[config.mk]
export PLATFORM = sky130hd
export DESIGN_NAME = hazard_scoreboard
export DESIGN_NICKNAME = d
export VERILOG_FILES = /design/src/rtl/hazard_scoreboard.sv
export SDC_FILE = /design/constraint.sdc
export NUM_CORES = 1
export LEC_CHECK = 0
export ABC_CLOCK_PERIOD_IN_PS = 1800
export CAP_MARGIN = 0
export CORE_ASPECT_RATIO = 1.2
export CORE_UTILIZATION = 31
export DETAILED_ROUTE_END_ITERATION = 6
export MAX_ROUTING_LAYER = met4
export PLACE_DENSITY = 0.81
export RECOVER_POWER = 25
export SKIP_LAST_GASP = 1
export SLEW_MARGIN = 25
export SYNTH_ARGS = -nofsm -noshare
export SYNTH_HDL_FRONTEND = slang
export SYNTH_SLANG_ARGS = --single-unit
[constraint.sdc]
create_clock -name clk -period 1.8 [get_ports clk]
set_input_delay 0.18 -clock clk [delete_from_list [all_inputs] [get_ports clk]]
set_output_delay 0.18 -clock clk [all_outputs]
set_load 0.02 [all_outputs]
[src/rtl/hazard_scoreboard.sv]
`default_nettype none
// ============================================================================
// Module   : hazard_scoreboard
// Brief    : Pipeline stall/flush/forward control with mul/div scoreboard
//            (built only when HAZARD_MD_EN is defined) and syscall drain FSM.
// Revision : 1.0
// ============================================================================
module hazard_scoreboard #(
  parameter int REG_W  = 5,
  parameter int MD_LAT = 4,
  parameter int CNT_W  = 4
) (
  input  logic             clk,
  input  logic             rst_n,
  input  logic             sig_branch_d,
  input  logic             sig_jal_d,
  input  logic             sig_syscall_d,
  input  logic             sig_md_d,
  input  logic             sig_reg_write_d,
  input  logic [REG_W-1:0] rs_d,
  input  logic [REG_W-1:0] rt_d,
  input  logic [REG_W-1:0] write_reg_d,
  input  logic [REG_W-1:0] rs_e,
  input  logic [REG_W-1:0] rt_e,
  input  logic [REG_W-1:0] write_reg_e,
  input  logic [REG_W-1:0] write_reg_m,
  input  logic [REG_W-1:0] write_reg_w,
  input  logic             sig_reg_write_e,
  input  logic             sig_reg_write_m,
  input  logic             sig_reg_write_w,
  input  logic             sig_mem_to_reg_e,
  input  logic             sig_mem_to_reg_m,
  input  logic             md_start_e,
  input  logic [REG_W-1:0] md_dest_e,
  output logic             stall_f,
  output logic             stall_d,
  output logic             flush_e,
  output logic             forward_a_d,
  output logic             forward_b_d,
  output logic [1:0]       forward_a_e,
  output logic [1:0]       forward_b_e,
  output logic             md_busy,
  output logic             md_wb_valid,
  output logic [REG_W-1:0] md_wb_reg
);

  localparam logic [1:0] c_ST_IDLE  = 2'd0;
  localparam logic [1:0] c_ST_DRAIN = 2'd1;
  localparam logic [1:0] c_ST_GO    = 2'd2;

  logic       w_load_use, w_branch_stall, w_jal_stall, w_md_stall, w_sys_stall;
  logic       w_stall_other, w_pipe_busy, w_md_drain;
  logic       r_jal_seen;
  logic [1:0] r_state, w_state_nxt;

  always_comb begin
    forward_a_e = 2'b00;
    forward_b_e = 2'b00;
    if (rs_e != '0 && sig_reg_write_m && rs_e == write_reg_m)      forward_a_e = 2'b10;
    else if (rs_e != '0 && sig_reg_write_w && rs_e == write_reg_w) forward_a_e = 2'b01;
    if (rt_e != '0 && sig_reg_write_m && rt_e == write_reg_m)      forward_b_e = 2'b10;
    else if (rt_e != '0 && sig_reg_write_w && rt_e == write_reg_w) forward_b_e = 2'b01;
  end

  assign forward_a_d = (rs_d != '0) && (rs_d == write_reg_m) && sig_reg_write_m;
  assign forward_b_d = (rt_d != '0) && (rt_d == write_reg_m) && sig_reg_write_m;

  assign w_load_use = sig_mem_to_reg_e && (write_reg_e != '0) &&
                      ((write_reg_e == rs_d) || (write_reg_e == rt_d));

  assign w_branch_stall = sig_branch_d && (
      (sig_reg_write_e && (write_reg_e != '0) &&
       ((write_reg_e == rs_d) || (write_reg_e == rt_d))) ||
      (sig_mem_to_reg_m && (write_reg_m != '0) &&
       ((write_reg_m == rs_d) || (write_reg_m == rt_d))));

`ifdef HAZARD_MD_EN
  logic [2**REG_W-1:0] r_pend, w_pend_nxt;
  logic [CNT_W-1:0]    r_cnt;
  logic [REG_W-1:0]    r_md_dest;
  logic                w_md_load, w_md_done;

  // A start while a mul/div is already in flight is ignored entirely.
  assign w_md_load = md_start_e && (r_cnt == '0);
  assign w_md_done = (r_cnt == CNT_W'(1));

  always_comb begin
    w_pend_nxt = r_pend;
    if (w_md_done) w_pend_nxt[r_md_dest] = 1'b0;
    if (w_md_load && md_dest_e != '0) w_pend_nxt[md_dest_e] = 1'b1;
    w_pend_nxt[0] = 1'b0;
  end

  always_ff @(posedge clk or negedge rst_n) begin
    if (!rst_n) begin
      r_pend    <= '0;
      r_cnt     <= '0;
      r_md_dest <= '0;
    end else begin
      r_pend <= w_pend_nxt;
      if (w_md_load) begin
        r_cnt     <= CNT_W'(MD_LAT);
        r_md_dest <= md_dest_e;
      end else if (r_cnt != '0) begin
        r_cnt <= r_cnt - CNT_W'(1);
      end
    end
  end

  assign md_busy     = (r_cnt != '0);
  assign md_wb_valid = w_md_done;
  assign md_wb_reg   = w_md_done ? r_md_dest : '0;
  assign w_md_drain  = md_busy;

  assign w_md_stall = r_pend[rs_d] || r_pend[rt_d] ||
                      (r_pend[write_reg_d] && sig_reg_write_d) ||
                      (w_md_load && (md_dest_e != '0) &&
                       ((md_dest_e == rs_d) || (md_dest_e == rt_d) ||
                        (md_dest_e == write_reg_d))) ||
                      (sig_md_d && md_busy && !md_wb_valid);
`else
  logic w_unused_md;
  assign w_unused_md = ^{md_start_e, md_dest_e, sig_md_d, sig_reg_write_d, write_reg_d};
  assign md_busy     = 1'b0;
  assign md_wb_valid = 1'b0;
  assign md_wb_reg   = '0;
  assign w_md_drain  = 1'b0;
  assign w_md_stall  = 1'b0;
`endif

  assign w_pipe_busy = sig_reg_write_e || sig_reg_write_m || sig_reg_write_w || w_md_drain;

  // DRAIN stalls unconditionally, so entering it costs at least one cycle.
  always_comb begin
    w_state_nxt = r_state;
    w_sys_stall = 1'b0;
    case (r_state)
      c_ST_IDLE: begin
        if (sig_syscall_d && w_pipe_busy) begin
          w_sys_stall = 1'b1;
          w_state_nxt = c_ST_DRAIN;
        end
      end
      c_ST_DRAIN: begin
        w_sys_stall = 1'b1;
        if (!w_pipe_busy) w_state_nxt = c_ST_GO;
      end
      c_ST_GO:  w_state_nxt = c_ST_IDLE;
      default:  w_state_nxt = c_ST_IDLE;
    endcase
  end

  assign w_stall_other = w_load_use || w_branch_stall || w_md_stall || w_sys_stall;
  assign w_jal_stall   = sig_jal_d && !r_jal_seen;

  always_ff @(posedge clk or negedge rst_n) begin
    if (!rst_n) begin
      r_state    <= c_ST_IDLE;
      r_jal_seen <= 1'b0;
    end else begin
      r_state    <= w_state_nxt;
      r_jal_seen <= sig_jal_d && !w_stall_other;
    end
  end

  assign stall_f = rst_n && (w_stall_other || w_jal_stall);
  assign stall_d = stall_f;
  assign flush_e = stall_f;

endmodule
`default_nettype wire

==> results.cfg <==
[status]
run_status = complete, no violations

[sta]
period_needed_ns = 1.76
timing.final.crit_share = 0.978
finalHoldViolCount = 0
skew_ns = 0.00520
final_max_slew_viol_count = 0
setup_slack_of_the_critical_path_after_layout_ns = 0.0404
grt_setup_unrepaired = yes
max_clock_freq_mhz = 568
hold_ws_ns = 0.306
tns_ns = 0
finalSetupViolations = 0

[placed_design]
place.detailed.instances = 213
pre_cts_slack_ns = -0.721
dpl.hpwl_um = 2530
gpl.final_weighted_congestion = 0.947
portbufs = 53

[clocking]
clock_tree.htree_level_count = 1
cts_num_sinks = 3
cts_buffers = 3
cts-root-to-sink-buffers = 2
cts.reportedPaths.clkPinSlew_ns = 0.04
root_buffer = sky130_fd_sc_hd__clkbuf_4
cts_tree = done
clk_latency_ns = 0.24

[yosys]
synth.largest_area_cell = sky130_fd_sc_hd__xnor2_1
yosys_warnings = 0
postSynthCellCount = 104
synth_top_family_by_area = XOR/XNOR gates
per_instance_average_area_after_synthesis_um2 = 7.77
syn_area_um2 = 808
count_of_state_elements_after_synthesis = 3
post_synth_main_area_contributors = sky130_fd_sc_hd__xnor2_1 (26%), sky130_fd_sc_hd__xor2_1 (17%), sky130_fd_sc_hd__dfrtp_1 (9.3%)
synth_area_in_compound_gates = 0.0851
post_synth_simple_gate_area = 0.251
synth_xor_area_frac = 0.433
synthAdderAreaFrac = 0
synth_sequential_area_ratio = 0.0929
post-synth-top-area-fraction = 0.260
synth.area.mux_share = 0
synth_cell_type_count = 29

[setup_path]
cp.required_ns = 1.62
worstSetupPathType = in -> out
cp-end-kind = primary output
cp.arrival_ns = 1.58
reg2reg_depth = 5
critPathLaunchType = primary input
cp_max_fo = 3
reg2reg_slack_ns = 0.79
r2r_start = r_state[0]
regToRegEndpoint = r_jal_seen

[power]
leakage_nw = 0.738
p_per_area_nw_per_um2 = 342
power.combinational.fraction = 0.643
clk_network_pwr_share = 0.220
ir_drop_uv = 267
internal_power_w = 0.000354
power_switching_share = 0.379
power.share.sequential = 0.138
power.net_switching_w = 0.000215

[floorplan]
die_area_um2 = 2820
horiz_die_dim_um = 48.6
num_rows = 19
core_um2 = 2380
boundary_pin_count = 74
initial_utilization = 0.340
chipHeight_um = 57.9

[global_route]
globalRouteTotalUtil = 0.258
overflow = 0
largest_net_degree_at_the_start_of_global_routing = 6
grt_pass1_vias = 1184
global_route_wire_length_before_repair_um = 5350
antenna_found_initial = 0

[route]
total_wirelength_of_the_detailed_routed_design_um = 3400
drt_first_pass_iters = 4
drt_iter0_markers = 16
routed-via-count = 1109
ant_nets = 0
drc = 0
detail_route.vias_per_cell = 4.93
routed_wire_length_per_instance_um = 15.1

[run]
timing.max_cap.violations = 0

[min_path]
worst_hold_path_type = in -> async

[cells_and_area]
layout_stage_area_growth_over_the_synthesis_result_pct = 106
fillCellCount = 203
antenna-diode-count = 0
finalNonFillerCells = 225
number_of_nets_at_the_end_of_the_flow = 253
post_route_cells_drive_above_1_share = 0.454
## Yosys cell counts
| library cell | instances |
|---|---|
| sky130_fd_sc_hd__xnor2_1 | 24 |
| sky130_fd_sc_hd__xor2_1 | 16 |
| sky130_fd_sc_hd__buf_4 | 9 |
| sky130_fd_sc_hd__nor3_1 | 7 |
| sky130_fd_sc_hd__nor2_1 | 6 |
| sky130_fd_sc_hd__or4_1 | 5 |
| sky130_fd_sc_hd__nand4_1 | 4 |
| sky130_fd_sc_hd__nor4_1 | 4 |
| sky130_fd_sc_hd__dfrtp_1 | 3 |
| sky130_fd_sc_hd__nand3_1 | 3 |
| sky130_fd_sc_hd__a21oi_1 | 2 |
| sky130_fd_sc_hd__buf_6 | 2 |
| sky130_fd_sc_hd__nand2_1 | 2 |
| sky130_fd_sc_hd__o21ai_1 | 2 |
| sky130_fd_sc_hd__a211oi_1 | 1 |
| sky130_fd_sc_hd__a21oi_2 | 1 |
| sky130_fd_sc_hd__buf_2 | 1 |
| sky130_fd_sc_hd__clkbuf_1 | 1 |
| sky130_fd_sc_hd__clkbuf_2 | 1 |
| sky130_fd_sc_hd__conb_1 | 1 |
| sky130_fd_sc_hd__inv_1 | 1 |
| sky130_fd_sc_hd__nand3_2 | 1 |
| sky130_fd_sc_hd__nor3b_1 | 1 |
| sky130_fd_sc_hd__o211ai_2 | 1 |
| sky130_fd_sc_hd__o21ai_0 | 1 |
| sky130_fd_sc_hd__o22ai_1 | 1 |
| sky130_fd_sc_hd__o31a_1 | 1 |
| sky130_fd_sc_hd__or3_1 | 1 |
| sky130_fd_sc_hd__or4_4 | 1 |
## critical path, stage by stage
cell and delay [ns]:
sky130_fd_sc_hd__clkdlybuf4s50_1 0.58, sky130_fd_sc_hd__xor2_1 0.28, sky130_fd_sc_hd__nor4_4 0.09, sky130_fd_sc_hd__nor4_2 0.26, sky130_fd_sc_hd__buf_4 0.18
## repair_timing
item / 4_1_cts / 5_1_grt
gates resized for setup: 99 / 38
hold buffers: 0 / 0
pin swaps: 23 / 22
setup endpoints to repair: 9 / 9
gates cloned: 0 / 0
setup buffers: 4 / 4
## layout make-up
class                           count  area [um^2]  share of cell area
Clock buffer                        4         26.3              0.0158
Inverter                            1         3.75             0.00225
Multi-Input combinational cell     92          762               0.458
Sequential cell                     3         75.1              0.0451
Tap cell                           31         38.8              0.0233
Timing Repair Buffer               94          759               0.456
## power groups by stage
stage               Combinational (W)  Sequential, W  Clock [W]
global route                 0.000390      0.0000795   0.000130
CTS                          0.000353      0.0000768   0.000126
detailed placement           0.000349      0.0000771          0
finish                       0.000366      0.0000783   0.000125
global placement             0.000338      0.0000766          0
floorplan                    0.000159      0.0000764          0
## worst max path at each step
stage,startpoint,slack [ns],cells past startpoint,endpoint
6_report,rs_e[0],0.04,5,forward_a_e[0]
5_1_grt,write_reg_m[0],-0.03,7,stall_d
4_1_cts,rs_e[4],0.0002,6,forward_a_e[0]
3_5_place_dp,rs_e[1],-0.72,6,forward_a_e[0]
3_3_place_gp,rs_e[1],-0.62,6,forward_a_e[0]
2_1_floorplan,write_reg_m[4],-0.002,5,forward_a_e[0]
## sequential cells by signal (all words and copies together), names as in the netlist
name        cells
r_state         2
r_jal_seen      1
## metal layers
layer	GRT usage	part of all wire	vias to the layer above
li1	-	-	524
met1	0.276	0.40	512
met2	0.470	0.51	58
met3	0.0289	0.051	15
met4	0.130	0.037	0
met5	-	0	-
## cell families after synthesis
family,after synthesis
xor+xnor,40
simple gates,35
buf+inv,15
compound gates,10
flops,3
other cells,1
## placed cells by master (no fill, tap or decap), types with 3 or more instances in the layout
master                            synthesis  routed
sky130_fd_sc_hd__clkbuf_2                 1      14
sky130_fd_sc_hd__conb_1                   1       7
sky130_fd_sc_hd__buf_4                    9      41
sky130_fd_sc_hd__clkdlybuf4s15_1          0       8
sky130_fd_sc_hd__clkbuf_4                 0       3
sky130_fd_sc_hd__nor3_1                   7       7
sky130_fd_sc_hd__nor2_1                   6       3
sky130_fd_sc_hd__clkdlybuf4s50_1          0      11
sky130_fd_sc_hd__nand4_1                  4       4
sky130_fd_sc_hd__dlygate4sd2_1            0       6
sky130_fd_sc_hd__buf_6                    2       4
sky130_fd_sc_hd__xor2_1                  16      16
sky130_fd_sc_hd__xnor2_1                 24      22
sky130_fd_sc_hd__or4_4                    1       4
sky130_fd_sc_hd__dfrtp_1                  3       3
sky130_fd_sc_hd__nand3_1                  3       3
sky130_fd_sc_hd__clkdlybuf4s15_2          0       4
## per-stage QoR
stage | total power (W) | utilization | area [um^2]
final | 0.000569 | 0.701 | 1670
after CTS | 0.000556 | 0.699 | 1660
after global placement | 0.000415 | 0.655 | 1560
after detailed placement | 0.000426 | 0.655 | 1560
after floorplan | 0.000235 | - | 843
after global routing | 0.000600 | 0.701 | 1670
(Power assumes the default switching activity.)
==> variant, RTL diff (same settings) <==
Change the parameter `REG_W` from 5 to 7.
--- a/src/rtl/hazard_scoreboard.sv
+++ b/src/rtl/hazard_scoreboard.sv
@@ -6,7 +6,7 @@
 // Revision : 1.0
 // ============================================================================
 module hazard_scoreboard #(
-  parameter int REG_W  = 5,
+  parameter int REG_W  = 7,
   parameter int MD_LAT = 4,
   parameter int CNT_W  = 4
 ) (
Ports: changed (10 resized); port bits go from 74 to 94. No check against the original RTL was run, so the function may have changed too.
==> variant against the original RTL <==
The run now ends with negative setup slack left; first-iteration DRC count shrank 19%; combinational power up 27%; cell area rose by 26%; synthesized area up 29%; via count rose by 21%; sequential share of layout area shrank 0.92 points; register-to-register slack got worse by 0.53 ns; core utilization decreased by 3.4 points; sequential cell count unchanged; total power up 16%; routed wire length up 13%; worst setup slack got worse by 0.13 ns; clock skew shrank 0.0034 ns; hold slack better by 0.0055 ns; critical path type unchanged; largest cell class unchanged.
==> variant: results (changes against the original RTL) <==
| Metric | Value |
|---|---|
| Internal | 0.000419 W (was 0.000354 W) |
| DRT iter0 DRCs | 13 (was 16) |
| Comb pwr | 0.000463 W (was 0.000366 W) |
| Total Routing Usage GR | 23.1% (was 25.8%) |
| Setup bufs post-CTS | 7 (was 4) |
| Clock root cell | clkbuf_4 (unchanged) |
| Register-to-Register Path Depth | 8 (was 5) |
| Hpwl dp | 3180 um (was 2530 um) |
| Clock network power share | 18.6% (was 22.0%) |
| CP Launch Point | rt_d[0] (was rs_e[0]) |
| Combinational power share | 69.9% (was 64.3%) |
| Cts repair resizes | 192 (was 99) |
| DR vias/cell | 4.87 (was 4.93) |
| Final worst slack | -0.0867 ns (was 0.0404 ns) |
| Worst r2r src | r_state[0]$_DFFE_PN0P_ (unchanged) |
| Synth top area cells | xnor2_1 35%, xor2_1 12%, buf_4 7.9% (was xnor2_1 26%, xor2_1 17%, dfrtp_1 9.3%) |
| Status | complete, but fails checks (was finished clean) |
| Synth cell count leaders | 42 x xnor2_1, 14 x xor2_1, 12 x nand4_1, 11 x buf_4 (was 24 x xnor2_1, 16 x xor2_1, 9 x buf_4, 7 x nor3_1, 6 x nor2_1) |
| Lkg Pwr | 0.892 nW (was 0.738 nW) |
| Worst Path Arrival | 1.71 ns (was 1.58 ns) |
| Worst path slowest cell | o41a_1 (was clkdlybuf4s50_1) |
| R2R Setup Slk | 0.26 ns (was 0.79 ns) |
| Mapped Cells | 128 (was 104) |
| Worst Hold Slack | 0.312 ns (was 0.306 ns) |
| Worst VDD drop | 240 uV (was 267 uV) |
| Inst Count DP | 265 (was 213) |
| Setup Viol. Count Final | 3 (was 0) |
| CTS clk-pin slew, worst paths | 0.04 ns (about the same) |
| Failing checks | negative setup slack |
| Top cell family by delay on the critical path | compound AO/OA/AOI/OAI gates (was buffers and inverters) |
| Setup TNS | -0.260 ns (was 0 ns) |
| Layout cells sized above 1 | 45.8% (was 45.4%) |
| Critical Path Sink | stall_f (was forward_a_e[0]) |
| RD Place Congestion | 0.880 (was 0.947) |
| Fill cells | 263 (was 203) |
| Worst slack at placement | -0.867 ns (was -0.721 ns) |
| Via Count | 1343 (was 1109) |
| NumNets Final | 317 (was 253) |
| Vias in the first global route | 1419 (was 1184) |
| Slowest stage delay, CP | 0.49 ns (was 0.58 ns) |
| Post-DP Area | 2000 sq um (was 1560 sq um) |
| Synth cell types | 23 (was 29) |
| Routed len/inst | 13.9 um (was 15.1 um) |
[variant: cells by family (layout without fill, tap and decap cells)]
group / count (synthesis) / count (layout) / share of synthesized area, %
other: 1 / 9 / 0.359
AO/OA/AOI/OAI: 5 / 5 / 3.96
flip-flops: 3 / 3 / 7.19
AND/OR/NAND/NOR: 45 / 45 / 30.2
XOR/XNOR: 56 / 56 / 47.0
buffers and inverters: 18 / 122 / 11.3
[variant: per-layer routing]
layer	track usage (%)	part of all wire [%]
met3	3.70	7.2
met1	23.2	37
met4	7.19	2.1
met2	43.4	54
met5	-	0
[variant: layout make-up]
| cell class | instances | share of cell area (%) |
|---|---|---|
| clock buffers | 4 | 1.26 |
| repair buffers | 118 | 46.1 |
| flip-flops and latches | 3 | 3.59 |
| well taps | 36 | 2.15 |
| multi-input cells | 115 | 46.9 |
